**src/rtl/pollard_modexp_pkg.sv**
```systemverilog
// Shared definitions for the Pollard p-1 exponentiation stage.
//   DEFAULT_WIDTH : default operand width for e, n, base, result
//   state_t       : top-level sequencer states
//   MODMUL_CYCLES : cycles from a multiplier start pulse to its ready pulse
package pollard_pkg;

    localparam int DEFAULT_WIDTH = 64;
    localparam int MODMUL_CYCLES = DEFAULT_WIDTH + 1;

    typedef enum logic [2:0] {
        IDLE   = 3'd0,
        CHECK  = 3'd1,
        REDUCE = 3'd2,
        SKIP   = 3'd3,
        SQR    = 3'd4,
        MUL    = 3'd5,
        NEXT   = 3'd6,
        DONE   = 3'd7
    } state_t;

endpackage

```
**src/rtl/pollard_modexp_mod_mul_serial.sv**
```systemverilog
// Bit-serial interleaved add-shift modular multiplier: p = x*y mod n.
//   clk, reset : clock, synchronous active-high reset
//   start      : 1-cycle pulse; x, y, n are latched on that edge
//   x, y, n    : operands (x < n, n >= 2 assumed)
//   p          : product, valid while ready is high
//   ready      : 1-cycle pulse, WIDTH+1 cycles after start
// Handshake: start may only be pulsed while the unit is idle; the result is
// presented on p for the single cycle ready is high and held until the next start.
module mod_mul_serial #(
    parameter int WIDTH = 64
) (
    input  logic             clk,
    input  logic             reset,
    input  logic             start,
    input  logic [WIDTH-1:0] x,
    input  logic [WIDTH-1:0] y,
    input  logic [WIDTH-1:0] n,
    output logic [WIDTH-1:0] p,
    output logic             ready
);

    localparam int JW = (WIDTH > 1) ? $clog2(WIDTH) : 1;

    logic [WIDTH-1:0] x_r;
    logic [WIDTH-1:0] y_r;
    logic [WIDTH-1:0] n_r;
    logic [JW-1:0]    j;
    logic             busy;

    // One step of the interleaved reduction. Intermediates carry one extra
    // bit so that 2p and p+x (both < 2n) never overflow.
    logic [WIDTH:0]   n_ext;
    logic [WIDTH:0]   p_dbl;
    logic [WIDTH:0]   p_red;
    logic [WIDTH:0]   p_add;
    logic [WIDTH-1:0] p_next;

    always_comb begin
        n_ext  = {1'b0, n_r};
        p_dbl  = {p, 1'b0};
        p_red  = (p_dbl >= n_ext) ? (p_dbl - n_ext) : p_dbl;
        p_add  = y_r[j] ? (p_red + {1'b0, x_r}) : p_red;
        p_next = (p_add >= n_ext) ? WIDTH'(p_add - n_ext) : WIDTH'(p_add);
    end

    always_ff @(posedge clk) begin
        if (reset) begin
            x_r   <= '0;
            y_r   <= '0;
            n_r   <= '0;
            p     <= '0;
            j     <= '0;
            busy  <= 1'b0;
            ready <= 1'b0;
        end else begin
            ready <= 1'b0;
            if (start) begin
                x_r  <= x;
                y_r  <= y;
                n_r  <= n;
                p    <= '0;
                j    <= JW'(WIDTH - 1);
                busy <= 1'b1;
            end else if (busy) begin
                p <= p_next;
                if (j == '0) begin
                    busy  <= 1'b0;
                    ready <= 1'b1;
                end else begin
                    j <= j - 1'b1;
                end
            end
        end
    end

endmodule

```
**src/rtl/pollard_modexp.sv**
```systemverilog
// Pollard p-1 modular exponentiation: result = base^e mod n, computed by
// left-to-right square-and-multiply on top of mod_mul_serial.
//   clk, reset : clock, synchronous active-high reset
//   e, e_valid : exponent and the exponent finder's sticky done (level)
//   n, base    : modulus and base, latched together with e on capture
//   result     : base^e mod n, valid while done is high
//   done       : sticky once result is valid, cleared only by reset
//   error      : raised with done when the captured modulus is zero
// Capture happens once per reset; e_valid is ignored afterwards.
module pollard_modexp
    import pollard_pkg::*;
#(
    parameter int WIDTH = DEFAULT_WIDTH
) (
    input  logic             clk,
    input  logic             reset,
    input  logic [WIDTH-1:0] e,
    input  logic             e_valid,
    input  logic [WIDTH-1:0] n,
    input  logic [WIDTH-1:0] base,
    output logic [WIDTH-1:0] result,
    output logic             done,
    output logic             error
);

    localparam int IW = (WIDTH > 1) ? $clog2(WIDTH) : 1;

    state_t           state;
    logic             captured;
    logic [WIDTH-1:0] e_r;
    logic [WIDTH-1:0] n_r;
    logic [WIDTH-1:0] base_r;
    logic [WIDTH-1:0] a_r;
    logic [WIDTH-1:0] acc;
    logic [IW-1:0]    idx;

    logic             mm_start;
    logic [WIDTH-1:0] mm_x;
    logic [WIDTH-1:0] mm_y;
    logic [WIDTH-1:0] mm_p;
    logic             mm_ready;

    mod_mul_serial #(.WIDTH(WIDTH)) u_mod_mul (
        .clk   (clk),
        .reset (reset),
        .start (mm_start),
        .x     (mm_x),
        .y     (mm_y),
        .n     (n_r),
        .p     (mm_p),
        .ready (mm_ready)
    );

    // Multiplier starts are issued on the edge that enters REDUCE/SQR/MUL, so
    // each of those states lasts exactly WIDTH+2 cycles.
    always_ff @(posedge clk) begin
        if (reset) begin
            state    <= IDLE;
            captured <= 1'b0;
            e_r      <= '0;
            n_r      <= '0;
            base_r   <= '0;
            a_r      <= '0;
            acc      <= '0;
            idx      <= '0;
            mm_start <= 1'b0;
            mm_x     <= '0;
            mm_y     <= '0;
            result   <= '0;
            done     <= 1'b0;
            error    <= 1'b0;
        end else begin
            mm_start <= 1'b0;
            case (state)
                IDLE: begin
                    if (e_valid && !captured) begin
                        e_r      <= e;
                        n_r      <= n;
                        base_r   <= base;
                        captured <= 1'b1;
                        state    <= CHECK;
                    end
                end
                CHECK: begin
                    if (n_r == '0) begin
                        result <= '0;
                        error  <= 1'b1;
                        done   <= 1'b1;
                        state  <= DONE;
                    end else if (n_r == WIDTH'(1)) begin
                        result <= '0;
                        done   <= 1'b1;
                        state  <= DONE;
                    end else begin
                        // 1 * base mod n reduces a base that may be >= n.
                        mm_start <= 1'b1;
                        mm_x     <= WIDTH'(1);
                        mm_y     <= base_r;
                        acc      <= WIDTH'(1);
                        idx      <= IW'(WIDTH - 1);
                        state    <= REDUCE;
                    end
                end
                REDUCE: begin
                    if (mm_ready) begin
                        a_r   <= mm_p;
                        state <= SKIP;
                    end
                end
                SKIP: begin
                    if (e_r[idx]) begin
                        mm_start <= 1'b1;
                        mm_x     <= acc;
                        mm_y     <= acc;
                        state    <= SQR;
                    end else if (idx == '0) begin
                        // Exponent is zero: base^0 = 1.
                        result <= acc;
                        done   <= 1'b1;
                        state  <= DONE;
                    end else begin
                        idx <= idx - 1'b1;
                    end
                end
                SQR: begin
                    if (mm_ready) begin
                        acc <= mm_p;
                        if (e_r[idx]) begin
                            mm_start <= 1'b1;
                            mm_x     <= mm_p;
                            mm_y     <= a_r;
                            state    <= MUL;
                        end else begin
                            state <= NEXT;
                        end
                    end
                end
                MUL: begin
                    if (mm_ready) begin
                        acc   <= mm_p;
                        state <= NEXT;
                    end
                end
                NEXT: begin
                    if (idx == '0) begin
                        result <= acc;
                        done   <= 1'b1;
                        state  <= DONE;
                    end else begin
                        idx      <= idx - 1'b1;
                        mm_start <= 1'b1;
                        mm_x     <= acc;
                        mm_y     <= acc;
                        state    <= SQR;
                    end
                end
                DONE: begin
                    state <= DONE;
                end
                default: begin
                    state <= IDLE;
                end
            endcase
        end
    end

endmodule

```
**config.mk**
```make
export PLATFORM = sky130hd
export DESIGN_NAME = pollard_modexp
export DESIGN_NICKNAME = d
export VERILOG_FILES = /design/src/rtl/pollard_modexp_pkg.sv /design/src/rtl/pollard_modexp_mod_mul_serial.sv /design/src/rtl/pollard_modexp.sv
export SDC_FILE = /design/constraint.sdc
export NUM_CORES = 2
export LEC_CHECK = 0
export CORE_UTILIZATION = 60
export CTS_CLUSTER_SIZE = 30
export DETAILED_ROUTE_END_ITERATION = 7
export GPL_ROUTABILITY_DRIVEN = 1
export GPL_TIMING_DRIVEN = 0
export PLACE_DENSITY = 0.8
export SYNTH_ARGS = -nofsm -noshare
export SYNTH_HDL_FRONTEND = slang
export SYNTH_SLANG_ARGS = --single-unit
```
**constraint.sdc**
```tcl
create_clock -name clk -period 11.4 [get_ports clk]
set_input_delay 3.42 -clock clk [delete_from_list [all_inputs] [get_ports clk]]
set_output_delay 3.42 -clock clk [all_outputs]
set_load 0.1 [all_outputs]
```
After elaboration in Yosys (flattened, before gate mapping) --
Index checks and enable logic that the tools add are counted.
Cells by class: add/subtract/negate cells 5, reductions and logical operators 22, multiplexer cells 60, bitwise logic cells 1, magnitude comparators 4, equality and inequality tests 22
Operators with widths (count):
- $mux 64 | 16
- $pmux 64 s4 | 2
- $pmux 64 s3 | 1
- $ge 65x64->1 | 2
- $mux 65 | 2
- $pmux 64 s2 | 1
- $add 65x64->65 | 1
- $sub 65x64->65 | 1
- $eq 64x1->1 const B | 1
- $logic_not 64->1 | 1
- $sub 64x64->64 | 1
- $mux 6 | 7
- $mux 3 | 8
- $pmux 3 s8 | 1
- $pmux 6 s3 | 1
- $ne 2x2->1 const B | 8
- $mux 1 | 15
- $lt 6x7->1 const B | 2
- $bmux 1 s6 | 2
- $eq 3x3->1 const B | 4
- $logic_not 6->1 | 2
- $sub 6x1->6 const B | 2
- $ne 2x1->1 const B | 4
- $reduce_and 2->1 | 4
- 19 further kinds | 25
Word-level totals: output and inout port bits 66, input bits 195, register bits 789

Depth between registers and ports, before layout --
word-level depth 6, mapped depth 43, depth with buffers taken out 36

Modules after synthesis --
A second synthesis with hierarchy kept.
Second synthesis, totals: cell total of the unflattened synthesis 5477, area, all modules 44129.8 um2
By module, submodules not included:
- mod_mul_serial | sequential area each 5285.1 um2, instances 1, area an instance 23161.0 um2, cells an instance 2911
- pollard_modexp | sequential area each 10510.1 um2, instances 1, area an instance 20968.9 um2, cells an instance 2566

Worst setup path before layout --
Ideal clock, no wire load.
kind register -> register, start reg u_mod_mul.n_r[20], end reg u_mod_mul.p[0], buffers on the path 6, arrival 8.185 ns, stages on the path, launching flop included 41, path slack 3.146 ns, clock period less this slack 8.254 ns, library setup time 0.069 ns, cell sequence dfxtp_1 inv_1 ha_1 buf_2 nand2_1 o21ai_1 a22oi_1 a2111oi_2 a31oi_1 o41ai_2 a21oi_1 buf_2 buf_2 buf_2 nor2_1 ha_1 inv_1 fa_1 [... 5 more ...] a2111oi_2 o21ai_1 o31ai_1 a2111oi_0 a221oi_1 ha_1 clkbuf_1 a21o_1 a21oi_1 o21bai_1 a21o_1 nor2_1 a31oi_1 nor2b_1 mux2_2 buf_2 mux2_2 o21ai_1
Between the ends: word-level cells in the longest chain between the ends 6, elaborated cells on any way between the ends 8, classes of those cells 3 x add/sub; 2 x order compare; 3 x mux
RTL lines:
- start: declaration | line pollard_modexp_mod_mul_serial.sv:26 | logic [WIDTH-1:0] n_r;
- start signal: assignment | line pollard_modexp_mod_mul_serial.sv:60 | n_r <= n;
- $sub 65x64->65 / $ge 65x64->1 (equally long branches) | line pollard_modexp_mod_mul_serial.sv:41 | p_red = (p_dbl >= n_ext) ? (p_dbl - n_ext) : p_dbl;
- $mux 65 | line pollard_modexp_mod_mul_serial.sv:41
- $add 65x64->65 | line pollard_modexp_mod_mul_serial.sv:42 | p_add = y_r[j] ? (p_red + {1'b0, x_r}) : p_red;
- $mux 65 | line pollard_modexp_mod_mul_serial.sv:42
- $ge 65x64->1 / $sub 64x64->64 (equally long branches) | line pollard_modexp_mod_mul_serial.sv:43 | p_next = (p_add >= n_ext) ? WIDTH'(p_add - n_ext) : WIDTH'(p_add);
- $mux 64 * | line pollard_modexp_mod_mul_serial.sv:43
- end signal: assignment | line pollard_modexp_mod_mul_serial.sv:65 | p <= p_next;
- end: declaration | line pollard_modexp_mod_mul_serial.sv:18 | output logic [WIDTH-1:0] p,
Mark *: on every way between the ends. The rest lies on a longest branch, timed or not. A chain may end at the register's enable or synchronous reset.

Worst setup path after layout --
start reg u_mod_mul.p[18], end reg u_mod_mul.p[19]
Between the ends: word-level cells in the longest chain between the ends 6, elaborated cells on any way between the ends 8, classes of those cells 3 x add/sub; 2 x order compare; 3 x mux
RTL lines (line):
- $sub 65x64->65 / $ge 65x64->1 (equally long branches) | pollard_modexp_mod_mul_serial.sv:41
- $mux 65 * | pollard_modexp_mod_mul_serial.sv:41
- $add 65x64->65 | pollard_modexp_mod_mul_serial.sv:42
- $mux 65 * | pollard_modexp_mod_mul_serial.sv:42
- $sub 64x64->64 / $ge 65x64->1 (equally long branches) | pollard_modexp_mod_mul_serial.sv:43
- $mux 64 * | pollard_modexp_mod_mul_serial.sv:43
Marks and branches as above.

==> results.md <==
* Synth cell count leaders: 989 x nand2_1, 789 x dfxtp_1, 663 x a21oi_1, 609 x nor2_1, 320 x clkbuf_1
* DP HPWL at 122000 um
* DRT iter0 DRCs at 5143
* Cell taking the most area after synthesis: dfxtp_1
* # port buffers at 259
* Mapped cell area at 43200 um2
* DRT antenna net count at 0
* Asr flop ratio synth at 0%
* Post-synth top area share at 36.6%
* Clock sinks at 789
* Commonest register cell after synthesis: dfxtp_1
* Reg2Reg Launch Point: u_mod_mul.p[18]$_SDFFE_PP0P_
* Most common cell in the netlist: nand2_1
* DRC violations left at 0
* Worst EP arrival at 11680 ps
* Footprint of the multi-input gates at 25300 um2
* IO Pins at 261
* HP Start: acc[37]$_SDFFE_PP0P_
* CTS Hold Bufs at 0
* TritonCTS buffer count at 80
* Count of buffer and inverter cells on the critical path at 6
* FF+latch area at 15800 um2
* Routed WL at 156000 um
* Postcts setup bufs at 0
* Vias per cell at 6.31
* Share of layout cells above drive strength 1 at 5.53%
* Final Net Count at 6199
* RSZ-0062 raised after global routing: no
* CP startpoint: u_mod_mul.p[18]$_SDFFE_PP0P_
* Vias in the first global route at 40300
* Seq/Total Area, Yosys at 36.6%
* Synth warn at 0
* Initial core utilization at 61.1%
* Final hold vios at 0
* CTS tree: built
* Top cell family by delay on the critical path: compound AO/OA/AOI/OAI gates
* Filler cell count at 5782
* Final count of pins violating max slew at 3
* Synth Instances at 5463
* GRT Overall Usage at 41.1%
* First-pass iteration count of the detailed router at 8
* CP most frequent cell: buf_2
* Final worst-path cycle share at 97.9%
* Non-Filler Instances at 6804
* Post-Place Cells at 6664
* Placer Congestion at 1.03
* Die W at 270 um
* Post-synth EDFFs at 0
* Crit path largest cell delay at 720 ps
* Core footprint at 70600 um2
* Routed length per instance at 22.9 um
* Crit path kind: register to register
* Remaining global-route overflow at 0
* Avg Synthesized Cell Area at 7.90 um2
* Final-report setup violation count at 0
* Violated checks: slew limit
* Slowest CP cell: o41ai_4
* First-pass GRT wire length at 233000 um
* ANT cells at 0
* Row count at 97
* Peak fanout along the critical path at 10
* Syn nets at 5856
* Worst Hold Class: register to register
* Setup crit end kind: register
* Fmax at 89.6 MHz
* Setup Total Neg Slack at 0 ps
* Final core occ at 70.5%
* Register bit total from synthesis at 789
* CTS max path bufs at 3
* Die H at 270 um
* Final min period at 11160 ps
* H-tree levels at 3
* Slew margin rel. at -0.0798%
* Area Overhead vs Synth at 15.3%
* CTS Root Cell: clkbuf_16
* Yosys cell types at 78
* Clk_lat worst skew at 680 ps
* Largest net degree at the start of global routing at 15
* Clock Skew at 59.5 ps
* Slew @ Worst Pin at 1500 ps
* Status: finished with violations
* Max Cap Viol at 0
* Worst-path clk slew at 60 ps
* DR vias at 42900
* Crit start category: register
* Main area contributors after synthesis: dfxtp_1 37%, nand2_1 8.6%, a21oi_1 7.7%
* Critical Path RT at 11920 ps
* Initial antenna violation count at 2
* Die Footprint at 73000 um2
[path summary, 6_finish.rpt]
path / to / slack [ps] / cells after the start
setup / recovery: u_mod_mul.p[19]$_SDFFE_PP0P_ / 240 / 39
hold / removal: acc[37]$_SDFFE_PP0P_ / 450 / 2
setup reg to reg: u_mod_mul.p[19]$_SDFFE_PP0P_ / 240 / 39
hold reg to reg: acc[37]$_SDFFE_PP0P_ / 450 / 2
[metrics by stage]
stage / setup WS (ps) / instance area (um2) / hold slack (ps)
floorplan: 3150 / 43200 / 432
global placement: -892 / 46900 / 434
global route: 32.2 / 49800 / 466
finish: 241 / 49800 / 450
detailed placement: -1000 / 47000 / 443
CTS: 12.1 / 49700 / 452
[cells in the final DEF (no fill, tap or decap), types with 46 or more instances in the layout]
cell type        count
dfxtp_1            785
a31oi_1             80
clkdlybuf4s50_1    259
nor2_1             609
a21oi_1            662
nand3_1            102
mux2i_1            203
o21ai_0            192
inv_1              133
clkbuf_1           328
xnor2_1            111
mux2_2              57
clkbuf_16           80
a22oi_1             66
nand2_1            989
ha_1               195
nand4_1             59
o21bai_1            46
a21o_1             113
xor2_1              72
a311oi_1           128
[per-layer routing]
layer	track usage, %	vias to the layer above	routed length [um]
met1	54.3	20200	63700
met4	20.3	0	8440
met2	64.4	2318	67800
met3	7.57	432	15700
li1	-	19900	-
met5	0	-	0
[worst reg2reg max path: cells and delay by family (launching register included)]
kind                     cells  cell delay, ps
AO/OA/AOI/OAI               17            5250
AND/OR/NAND/NOR              9            1840
buffers and inverters        6            1370
adder cells (fa/ha/maj)      4            1150
multiplexers                 2             650
flip-flops                   1             630
XOR/XNOR                     1             120
[registers in the layout, summed over array words and instances (netlist names), 6 cells and up]
signal,count
n_r,64
e_r,64
base_r,64
a_r,64
mm_y,64
idx,6
acc,64
u_mod_mul.p,64
u_mod_mul.n_r,64
u_mod_mul.y_r,64
u_mod_mul.j,6
result,64
mm_x,64
u_mod_mul.x_r,64
[logic make-up (layout without fill, tap and decap cells)]
group / count (synthesis) / in the layout / synth area share (%)
buffers and inverters: 533 / 934 / 5.04
muxes: 302 / 302 / 8.39
and+or+nand+nor: 1963 / 1963 / 18.9
xor gates and xnor gates: 183 / 183 / 3.71
DFF: 789 / 789 / 36.6
adders and majority gates: 198 / 198 / 5.79
AOI/OAI and AO/OA: 1495 / 1495 / 21.5
[final cells by class]
cell class,instances,area share [%]
flip-flops and latches,789,31.7
well taps,940,2.36
clock buffers,109,4.52
inverters,134,1.01
clock inverters,31,0.882
multi-input cells,4141,50.9
plain buffers,399,3.39
repair buffers,261,5.25
[what timing repair did]
action | CTS | global route
setup endpoints to repair | 64 | 64
hold endpoints to repair | 0 | 0
gates cloned | 0 | 0
pin swaps | 1 | 1
gates resized for setup | 10 | 19
Power is left out: the tool's default activity adds up to more than one toggle a clock period on the data nets, which glitch-free logic cannot reach.
